**src/rtl/dispense_pkg.sv**
```systemverilog
// rtl/dispense_pkg.sv - shared types and codes for the candy dispense sequencer
//
// Purpose: sequencer state encoding, Pi amount codes and DC motor drive codes.
// Ports: none (package).

package dispense_pkg;

  typedef enum logic [2:0] {
    IDLE  = 3'd0,
    OPEN  = 3'd1,
    STEP  = 3'd2,
    TAIL  = 3'd3,
    CLOSE = 3'd4
  } state_t;

  localparam logic [1:0] AMT_SMALL   = 2'b00;
  localparam logic [1:0] AMT_MED     = 2'b01;
  localparam logic [1:0] AMT_LARGE   = 2'b10;
  localparam logic [1:0] AMT_INVALID = 2'b11;

  localparam logic [1:0] DC_STOP = 2'b00;
  localparam logic [1:0] DC_FWD  = 2'b01;
  localparam logic [1:0] DC_REV  = 2'b10;

endpackage

```
**src/rtl/stepper_pulse_gen.sv**
```systemverilog
// rtl/stepper_pulse_gen.sv - stepper step pulse train with step counting
//
// Purpose: while enable is high, emits a square wave (STEP_DIV cycles high,
//   STEP_DIV cycles low) starting with a high phase on the first enabled
//   cycle, and counts completed steps at each high-to-low transition.
// Ports:
//   clk, rstn     - clock, asynchronous active-low reset
//   enable        - run request; low clears everything synchronously
//   target        - number of steps to produce
//   stepper_step  - registered step output
//   step_done     - high during the last cycle of the final low phase

module stepper_pulse_gen
  import dispense_pkg::*;
#(
  parameter int STEP_DIV = 6000,
  parameter int CNT_W    = 10
) (
  input  logic             clk,
  input  logic             rstn,
  input  logic             enable,
  input  logic [CNT_W-1:0] target,
  output logic             stepper_step,
  output logic             step_done
);

  localparam int               DIV_W    = (STEP_DIV > 1) ? $clog2(STEP_DIV) : 1;
  localparam logic [DIV_W-1:0] DIV_LAST = DIV_W'(STEP_DIV - 1);
  localparam logic [CNT_W-1:0] CNT_MAX  = '1;

  logic [DIV_W-1:0] r_div;
  logic [CNT_W-1:0] r_cnt;
  logic             r_active;
  logic             r_step;
  logic             w_phase_end;

  assign w_phase_end = (r_div == DIV_LAST);

  always_ff @(posedge clk or negedge rstn) begin
    if (!rstn) begin
      r_div    <= '0;
      r_cnt    <= '0;
      r_active <= 1'b0;
      r_step   <= 1'b0;
    end else if (!enable) begin
      r_div    <= '0;
      r_cnt    <= '0;
      r_active <= 1'b0;
      r_step   <= 1'b0;
    end else if (!r_active) begin
      // First enabled edge starts the first high phase immediately.
      r_active <= 1'b1;
      r_step   <= 1'b1;
      r_div    <= '0;
    end else if (w_phase_end) begin
      r_div  <= '0;
      r_step <= ~r_step;
      if (r_step && (r_cnt != CNT_MAX)) begin
        r_cnt <= r_cnt + 1'b1;
      end
    end else begin
      r_div <= r_div + 1'b1;
    end
  end

  // The final low phase runs to completion so every step is a full period.
  assign step_done    = r_active && !r_step && w_phase_end && (r_cnt == target);
  assign stepper_step = r_step;

endmodule

```
**src/rtl/dispense_sequencer.sv**
```systemverilog
// rtl/dispense_sequencer.sv - interlocked candy dispense sequence controller
//
// Purpose: accepts a synchronized candy request from the Pi, opens the servo
//   flap, runs the stepper for the requested amount with the DC agitator on,
//   keeps the agitator running for a tail period, then closes the flap.
// Ports:
//   clk, rstn            - clock, asynchronous active-low reset
//   candy_flag, amount   - asynchronous request and amount code from the Pi
//   abort                - synchronous level abort
//   dir_sel              - stepper direction captured at acceptance
//   sig_received         - pulse when a request is accepted (valid or not)
//   stepper_step/_dir    - stepper driver pins
//   dcmotor              - DC motor drive pair
//   servo_open           - flap command level
//   busy, done, err      - status: in sequence, normal completion, bad amount

module dispense_sequencer
  import dispense_pkg::*;
#(
  parameter int         CLK_FREQ     = 12000000,
  parameter int         STEP_DIV     = CLK_FREQ / 2000,
  parameter int         SMALL_STEPS  = 200,
  parameter int         MED_STEPS    = 400,
  parameter int         LARGE_STEPS  = 800,
  parameter int         SERVO_SETTLE = (CLK_FREQ / 10) * 3,
  parameter int         DC_TAIL      = CLK_FREQ / 10,
  parameter logic [1:0] DC_DRIVE     = 2'b01
) (
  input  logic       clk,
  input  logic       rstn,
  input  logic       candy_flag,
  input  logic [1:0] amount,
  input  logic       abort,
  input  logic       dir_sel,
  output logic       sig_received,
  output logic       stepper_step,
  output logic       stepper_dir,
  output logic [1:0] dcmotor,
  output logic       servo_open,
  output logic       busy,
  output logic       done,
  output logic       err
);

  localparam int TMR_MAX_A = (STEP_DIV > SERVO_SETTLE) ? STEP_DIV : SERVO_SETTLE;
  localparam int TMR_MAX   = (TMR_MAX_A > DC_TAIL) ? TMR_MAX_A : DC_TAIL;
  localparam int TMR_W     = $clog2(TMR_MAX + 1);
  localparam int CNT_W     = $clog2(LARGE_STEPS + 1);

  localparam logic [TMR_W-1:0] SETTLE_LAST = TMR_W'(SERVO_SETTLE - 1);
  localparam logic [TMR_W-1:0] TAIL_LAST   = TMR_W'(DC_TAIL - 1);
  localparam logic [TMR_W-1:0] TMR_SAT     = '1;

  localparam logic [CNT_W-1:0] SMALL_T = CNT_W'(SMALL_STEPS);
  localparam logic [CNT_W-1:0] MED_T   = CNT_W'(MED_STEPS);
  localparam logic [CNT_W-1:0] LARGE_T = CNT_W'(LARGE_STEPS);

  // Any illegal drive setting collapses to forward so 2'b11 can never appear.
  localparam logic [1:0] DC_CODE = (DC_DRIVE == DC_REV) ? DC_REV : DC_FWD;

  state_t           r_state;
  state_t           w_state_nxt;
  logic [TMR_W-1:0] r_timer;
  logic [CNT_W-1:0] r_target;
  logic [CNT_W-1:0] w_target_sel;

  logic [2:0]       r_flag_sync;
  logic [1:0]       r_amt_s1;
  logic [1:0]       r_amt_s2;
  logic             r_req;
  logic [1:0]       r_req_amt;

  logic             r_dir;
  logic             r_aborted;
  logic             r_sig;
  logic             r_err;
  logic             r_busy;
  logic             r_servo;
  logic [1:0]       r_dc;
  logic             r_done;

  logic             w_accept;
  logic             w_bad_req;
  logic             w_finish;
  logic             w_abort_go;
  logic             w_step_en;
  logic             w_step;
  logic             w_step_done;

  // Flag synchronizer plus edge-detect flop. Resetting them high means a
  // flag already held high at reset release never looks like a new edge.
  always_ff @(posedge clk or negedge rstn) begin
    if (!rstn) begin
      r_flag_sync <= 3'b111;
      r_amt_s1    <= '0;
      r_amt_s2    <= '0;
      r_req       <= 1'b0;
      r_req_amt   <= '0;
    end else begin
      r_flag_sync <= {r_flag_sync[1:0], candy_flag};
      r_amt_s1    <= amount;
      r_amt_s2    <= r_amt_s1;
      r_req       <= r_flag_sync[1] & ~r_flag_sync[2];
      r_req_amt   <= r_amt_s2;
    end
  end

  always_comb begin
    w_target_sel = SMALL_T;
    case (r_req_amt)
      AMT_MED:   w_target_sel = MED_T;
      AMT_LARGE: w_target_sel = LARGE_T;
      default:   w_target_sel = SMALL_T;
    endcase
  end

  always_ff @(posedge clk or negedge rstn) begin
    if (!rstn) begin
      r_state <= IDLE;
    end else begin
      r_state <= w_state_nxt;
    end
  end

  // Abort is checked before timer/step completion so it always wins.
  always_comb begin
    w_state_nxt = r_state;
    w_accept    = 1'b0;
    w_bad_req   = 1'b0;
    w_finish    = 1'b0;
    w_abort_go  = 1'b0;
    case (r_state)
      IDLE: begin
        if (r_req) begin
          if (r_req_amt == AMT_INVALID) begin
            w_bad_req = 1'b1;
          end else begin
            w_accept    = 1'b1;
            w_state_nxt = OPEN;
          end
        end
      end
      OPEN: begin
        if (abort) begin
          w_abort_go  = 1'b1;
          w_state_nxt = CLOSE;
        end else if (r_timer == SETTLE_LAST) begin
          w_state_nxt = STEP;
        end
      end
      STEP: begin
        if (abort) begin
          w_abort_go  = 1'b1;
          w_state_nxt = CLOSE;
        end else if (w_step_done) begin
          w_state_nxt = TAIL;
        end
      end
      TAIL: begin
        if (abort) begin
          w_abort_go  = 1'b1;
          w_state_nxt = CLOSE;
        end else if (r_timer == TAIL_LAST) begin
          w_state_nxt = CLOSE;
        end
      end
      CLOSE: begin
        if (r_timer == SETTLE_LAST) begin
          w_finish    = 1'b1;
          w_state_nxt = IDLE;
        end
      end
      default: w_state_nxt = IDLE;
    endcase
  end

  // Shared wait timer: restarts on every state change, saturates otherwise.
  always_ff @(posedge clk or negedge rstn) begin
    if (!rstn) begin
      r_timer <= '0;
    end else if ((w_state_nxt != r_state) || (r_state == IDLE)) begin
      r_timer <= '0;
    end else if (r_timer != TMR_SAT) begin
      r_timer <= r_timer + 1'b1;
    end
  end

  // Outputs are registered from the next state so they change together
  // with the state register.
  always_ff @(posedge clk or negedge rstn) begin
    if (!rstn) begin
      r_target  <= '0;
      r_dir     <= 1'b0;
      r_aborted <= 1'b0;
      r_sig     <= 1'b0;
      r_err     <= 1'b0;
      r_busy    <= 1'b0;
      r_servo   <= 1'b0;
      r_dc      <= DC_STOP;
      r_done    <= 1'b0;
    end else begin
      if (w_accept) begin
        r_target  <= w_target_sel;
        r_dir     <= dir_sel;
        r_aborted <= 1'b0;
      end else if (w_abort_go) begin
        r_aborted <= 1'b1;
      end
      r_sig   <= w_accept | w_bad_req;
      r_err   <= w_bad_req;
      r_busy  <= (w_state_nxt != IDLE);
      r_servo <= (w_state_nxt == OPEN) || (w_state_nxt == STEP) || (w_state_nxt == TAIL);
      r_dc    <= ((w_state_nxt == STEP) || (w_state_nxt == TAIL)) ? DC_CODE : DC_STOP;
      r_done  <= w_finish & ~r_aborted;
    end
  end

  // Driven from the next state so the first high phase lines up with STEP
  // entry and the output drops on the same edge STEP is left.
  assign w_step_en = (w_state_nxt == STEP);

  stepper_pulse_gen #(
    .STEP_DIV (STEP_DIV),
    .CNT_W    (CNT_W)
  ) u_pulse_gen (
    .clk          (clk),
    .rstn         (rstn),
    .enable       (w_step_en),
    .target       (r_target),
    .stepper_step (w_step),
    .step_done    (w_step_done)
  );

  assign sig_received = r_sig;
  assign stepper_step = w_step;
  assign stepper_dir  = r_dir;
  assign dcmotor      = r_dc;
  assign servo_open   = r_servo;
  assign busy         = r_busy;
  assign done         = r_done;
  assign err          = r_err;

endmodule

```
**config.mk**
```make
export PLATFORM = sky130hd
export DESIGN_NAME = dispense_sequencer
export DESIGN_NICKNAME = d
export VERILOG_FILES = /design/src/rtl/dispense_pkg.sv /design/src/rtl/stepper_pulse_gen.sv /design/src/rtl/dispense_sequencer.sv
export SDC_FILE = /design/constraint.sdc
export NUM_CORES = 1
export LEC_CHECK = 0
export ABC_AREA = 1
export CAP_MARGIN = 20
export CORE_MARGIN = 3
export CORE_UTILIZATION = 35
export CTS_BUF_LIST = sky130_fd_sc_hd__clkbuf_4 sky130_fd_sc_hd__clkbuf_8
export DETAILED_ROUTE_END_ITERATION = 7
export GPL_TIMING_DRIVEN = 1
export HOLD_SLACK_MARGIN = 0.05
export PLACE_DENSITY = 0.52
export SLEW_MARGIN = 10
export SYNTH_ARGS = -nofsm -noshare
export SYNTH_HDL_FRONTEND = slang
export SYNTH_SLANG_ARGS = --single-unit
```
**constraint.sdc**
```tcl
create_clock -name clk -period 3.8 [get_ports clk]
set_input_delay 0.38 -clock clk [delete_from_list [all_inputs] [get_ports clk]]
set_output_delay 0.38 -clock clk [all_outputs]
set_load 0.02 [all_outputs]
```
==> results_dict.tcl <==
set metrics [dict create \
    overflow 0 \
    slowest_stage "nand2_1" \
    internal_power_mw 1.34 \
    avgSynthCellArea_um2 8.19 \
    finalHoldViolCount 0 \
    start_kind "flop" \
    hold_path_class "in2async" \
    diodes 0 \
    max_freq_mhz 446 \
    dieWidth_um 110 \
    r2r_end "r_timer[17]$_DFFE_PN0P_" \
    ctsHtreeMaxLevel 3 \
    setup_violations 0 \
    outcome "finished, final reports clean" \
    syn_area_um2 3780 \
    syn_to_final_growth_pct 13.0 \
    coreArea_um2 10400 \
    io_pins 16 \
    clk_latency_ns 0.35 \
    peakVddDrop_v 0.000170 \
    grt_pass1_wl_mm 12.7 \
    fin_crit_ns 2.24 \
    rsz0062_at_grt "false" \
    grt_usage_pct 13.4 \
    cts-hold-fix-buffers 0 \
    yosysTopAreaCell "dfrtp_1" \
    io_buffers 14 \
    finalInstanceArea_um2 4270 \
    min_period_over_period_pct 59.0 \
    cts_made_buffers 9 \
    placed_area_um2 4050 \
    fillers 1072 \
    worstPathArrival_ns 2.44 \
    dieHeight_um 110 \
    clockBufferDepth 2 \
    rows 37 \
    cts_setup_buffers 0 \
    ys_top_cells_by_area "dfrtp_1 (46%), nand2_1 (9.3%), nor2_1 (8.2%), inv_1 (6.2%), xor2_1 (6.0%)" \
    worstMarginPinSlew_ns 0.907 \
    grt_max_degree 74 \
    crit_fanout 22 \
    rrSetupSlack_ns 1.56 \
    start_util_pct 36.3 \
    path_clk_slew_ns 0.09 \
    p_clk_share_pct 36.5 \
    wl_per_cell_um 11.5 \
    cp_top_family "simple AND/OR/NAND/NOR gates" \
    ys_types 32 \
    vias 2780 \
    critical_path_required_ns 4.00 \
    antenna_left 0 \
    leakage_nw 1.90 \
    p_seq_share_pct 47.4 \
    slew_headroom_pct 39.5 \
    synth-seq-cells 73 \
    drc 0 \
    drt_iter0_drc 99 \
    p_sw_mw 0.542 \
    hpwlAfterDp_mm 5.05 \
    synth_top_area_share_pct 46.4 \
    syn_inst 461 \
    dieArea_um2 12100 \
    first_global_vias 2714 \
    combPwrFrac_pct 16.0 \
    cts.root.buffer_cell "clkbuf_8" \
    yosysSeqAreaShare_pct 48.5 \
    r2r-start "r_timer[1]$_DFFE_PN0P_" \
    yosysWarningCount 0 \
    drt-total-wl_mm 7.13 \
    tritoncts "built" \
    critPathKind "reg2reg" \
    antenna_found_initial 0 \
    max_stage_delay_ns 0.53 \
    worstPathBufferInverterCount 0 \
    layout_common_cells "nand2_1 (94), nor2_1 (83), dfrtp_1 (70)" \
    fin_worst_hold_slack_ns 0.163 \
    clock_skew_ns 0.0196 \
    syn-num-nets 476 \
    drv_cap 0 \
    tns_ns 0 \
    power_density_nw_per_um2 440 \
    post_cts_resized 0 \
    gp_congestion 0.820 \
    fin_nets 496 \
    first_pass_iters 4 \
    drive_gt1_share_pct 10.3 \
    cts.sinks 73 \
    ff2ff_path_depth 10 \
    swShare_pct 28.8 \
    vias_per_cell 4.47 \
    crit_path_cell_trace "ha_1, nand3_2, nor2_4, nand3_1, nand3_2, nand3_2, nand2_1, nand2_1, nand2_1, nor2_1" \
    slew_violations 0 \
    final_common_cell "nand2_1" \
    end_kind "flop" \
]
registers in the layout (all words and copies together), names as in the netlist, 3 cells and up:
| register | count |
|---|---|
| r_state | 3 |
| u_pulse_gen.r_div | 13 |
| r_flag_sync | 3 |
| r_target | 5 |
| u_pulse_gen.r_cnt | 10 |
| r_timer | 22 |
power by group through the flow:
stage	logic, mW	registers [mW]	clock network, mW
floorplan	0.205	0.916	0
global placement	0.309	0.906	0
detailed placement	0.310	0.906	0
CTS	0.311	0.892	0.710
global route	0.351	0.900	0.747
finish	0.301	0.891	0.687
layer usage:
metal  part of all wire [%]  vias to the layer above  GRT usage [%]
li1                       -                     1461              -
met1                     50                     1288           18.1
met2                     47                       26           21.4
met3                    2.6                        5           3.17
met4                   0.94                        0           4.01
met5                      0                        -              0
logic make-up (layout without fill, tap and decap cells):
logic type,after synthesis,after routing,synth area share (%)
multiplexers,1,1,0.298
AND/OR/NAND/NOR,257,257,30.8
adder cells (fa/ha/maj),8,8,2.65
flip-flops,73,73,48.5
AO/OA/AOI/OAI,19,19,2.95
other,1,1,0.0993
XOR/XNOR,31,31,7.19
buffers and inverters,71,96,7.58
final cells by class:
class	instances	area, µm²	share of cell area [%]
clock buffer	11	139	3.26
clock inverter	5	81.3	1.91
inverter	66	248	5.81
multi-input combinational	317	1660	38.9
sequential	73	1830	42.9
tap	136	170	3.99
timing repair buffer	14	138	3.23
worst reg2reg max path, cell delays in order, from the launching register on:
cell,delay [ns]
dfrtp_1,0.37
ha_1,0.24
nand3_2,0.12
nor2_4,0.17
nand3_1,0.16
nand3_2,0.15
nand3_2,0.14
nand2_1,0.08
nand2_1,0.05
nand2_1,0.53
nor2_1,0.11
synth_stat cells, drive strengths merged:
master  number
nand3       38
o21a         1
and3         2
ha           8
xor2        26
a41o         1
nor2        97
xnor2        5
nand4        5
conb         1
buf          5
dfstp        3
nand2       96
nor3        17
o21ai       10
o21bai       1
mux2         1
nor4         2
a21o         1
inv         66
a21oi        5
dfrtp       70
stage by stage:
stage | total power [mW] | util, % | worst slack, ns | cells
detailed placement | 1.22 | 38.8 | 1.35 | 606
floorplan | 1.12 | - | 2.13 | 461
global placement | 1.22 | 38.8 | 1.43 | 606
global route | 2.00 | 41.0 | 1.23 | 622
CTS | 1.91 | 41.0 | 1.47 | 622
finish | 1.88 | 41.0 | 1.56 | 622
worst max path at each step:
stage                                         from                      end  slack (ns)  depth (start not counted)
finish                      r_timer[1]$_DFFE_PN0P_  r_timer[17]$_DFFE_PN0P_        1.56                         10
global route        u_pulse_gen.r_div[0]$_DFF_PN0_  r_timer[19]$_DFFE_PN0P_        1.23                         11
global placement                             abort  r_timer[18]$_DFFE_PN0P_        1.43                         10
CTS                         r_timer[1]$_DFFE_PN0P_  r_timer[17]$_DFFE_PN0P_        1.47                         10
floorplan                   r_timer[1]$_DFFE_PN0P_  r_timer[20]$_DFFE_PN0P_        2.13                         11
detailed placement                           abort  r_timer[12]$_DFFE_PN0P_        1.35                         10
Power figures use the tool's default switching activity.
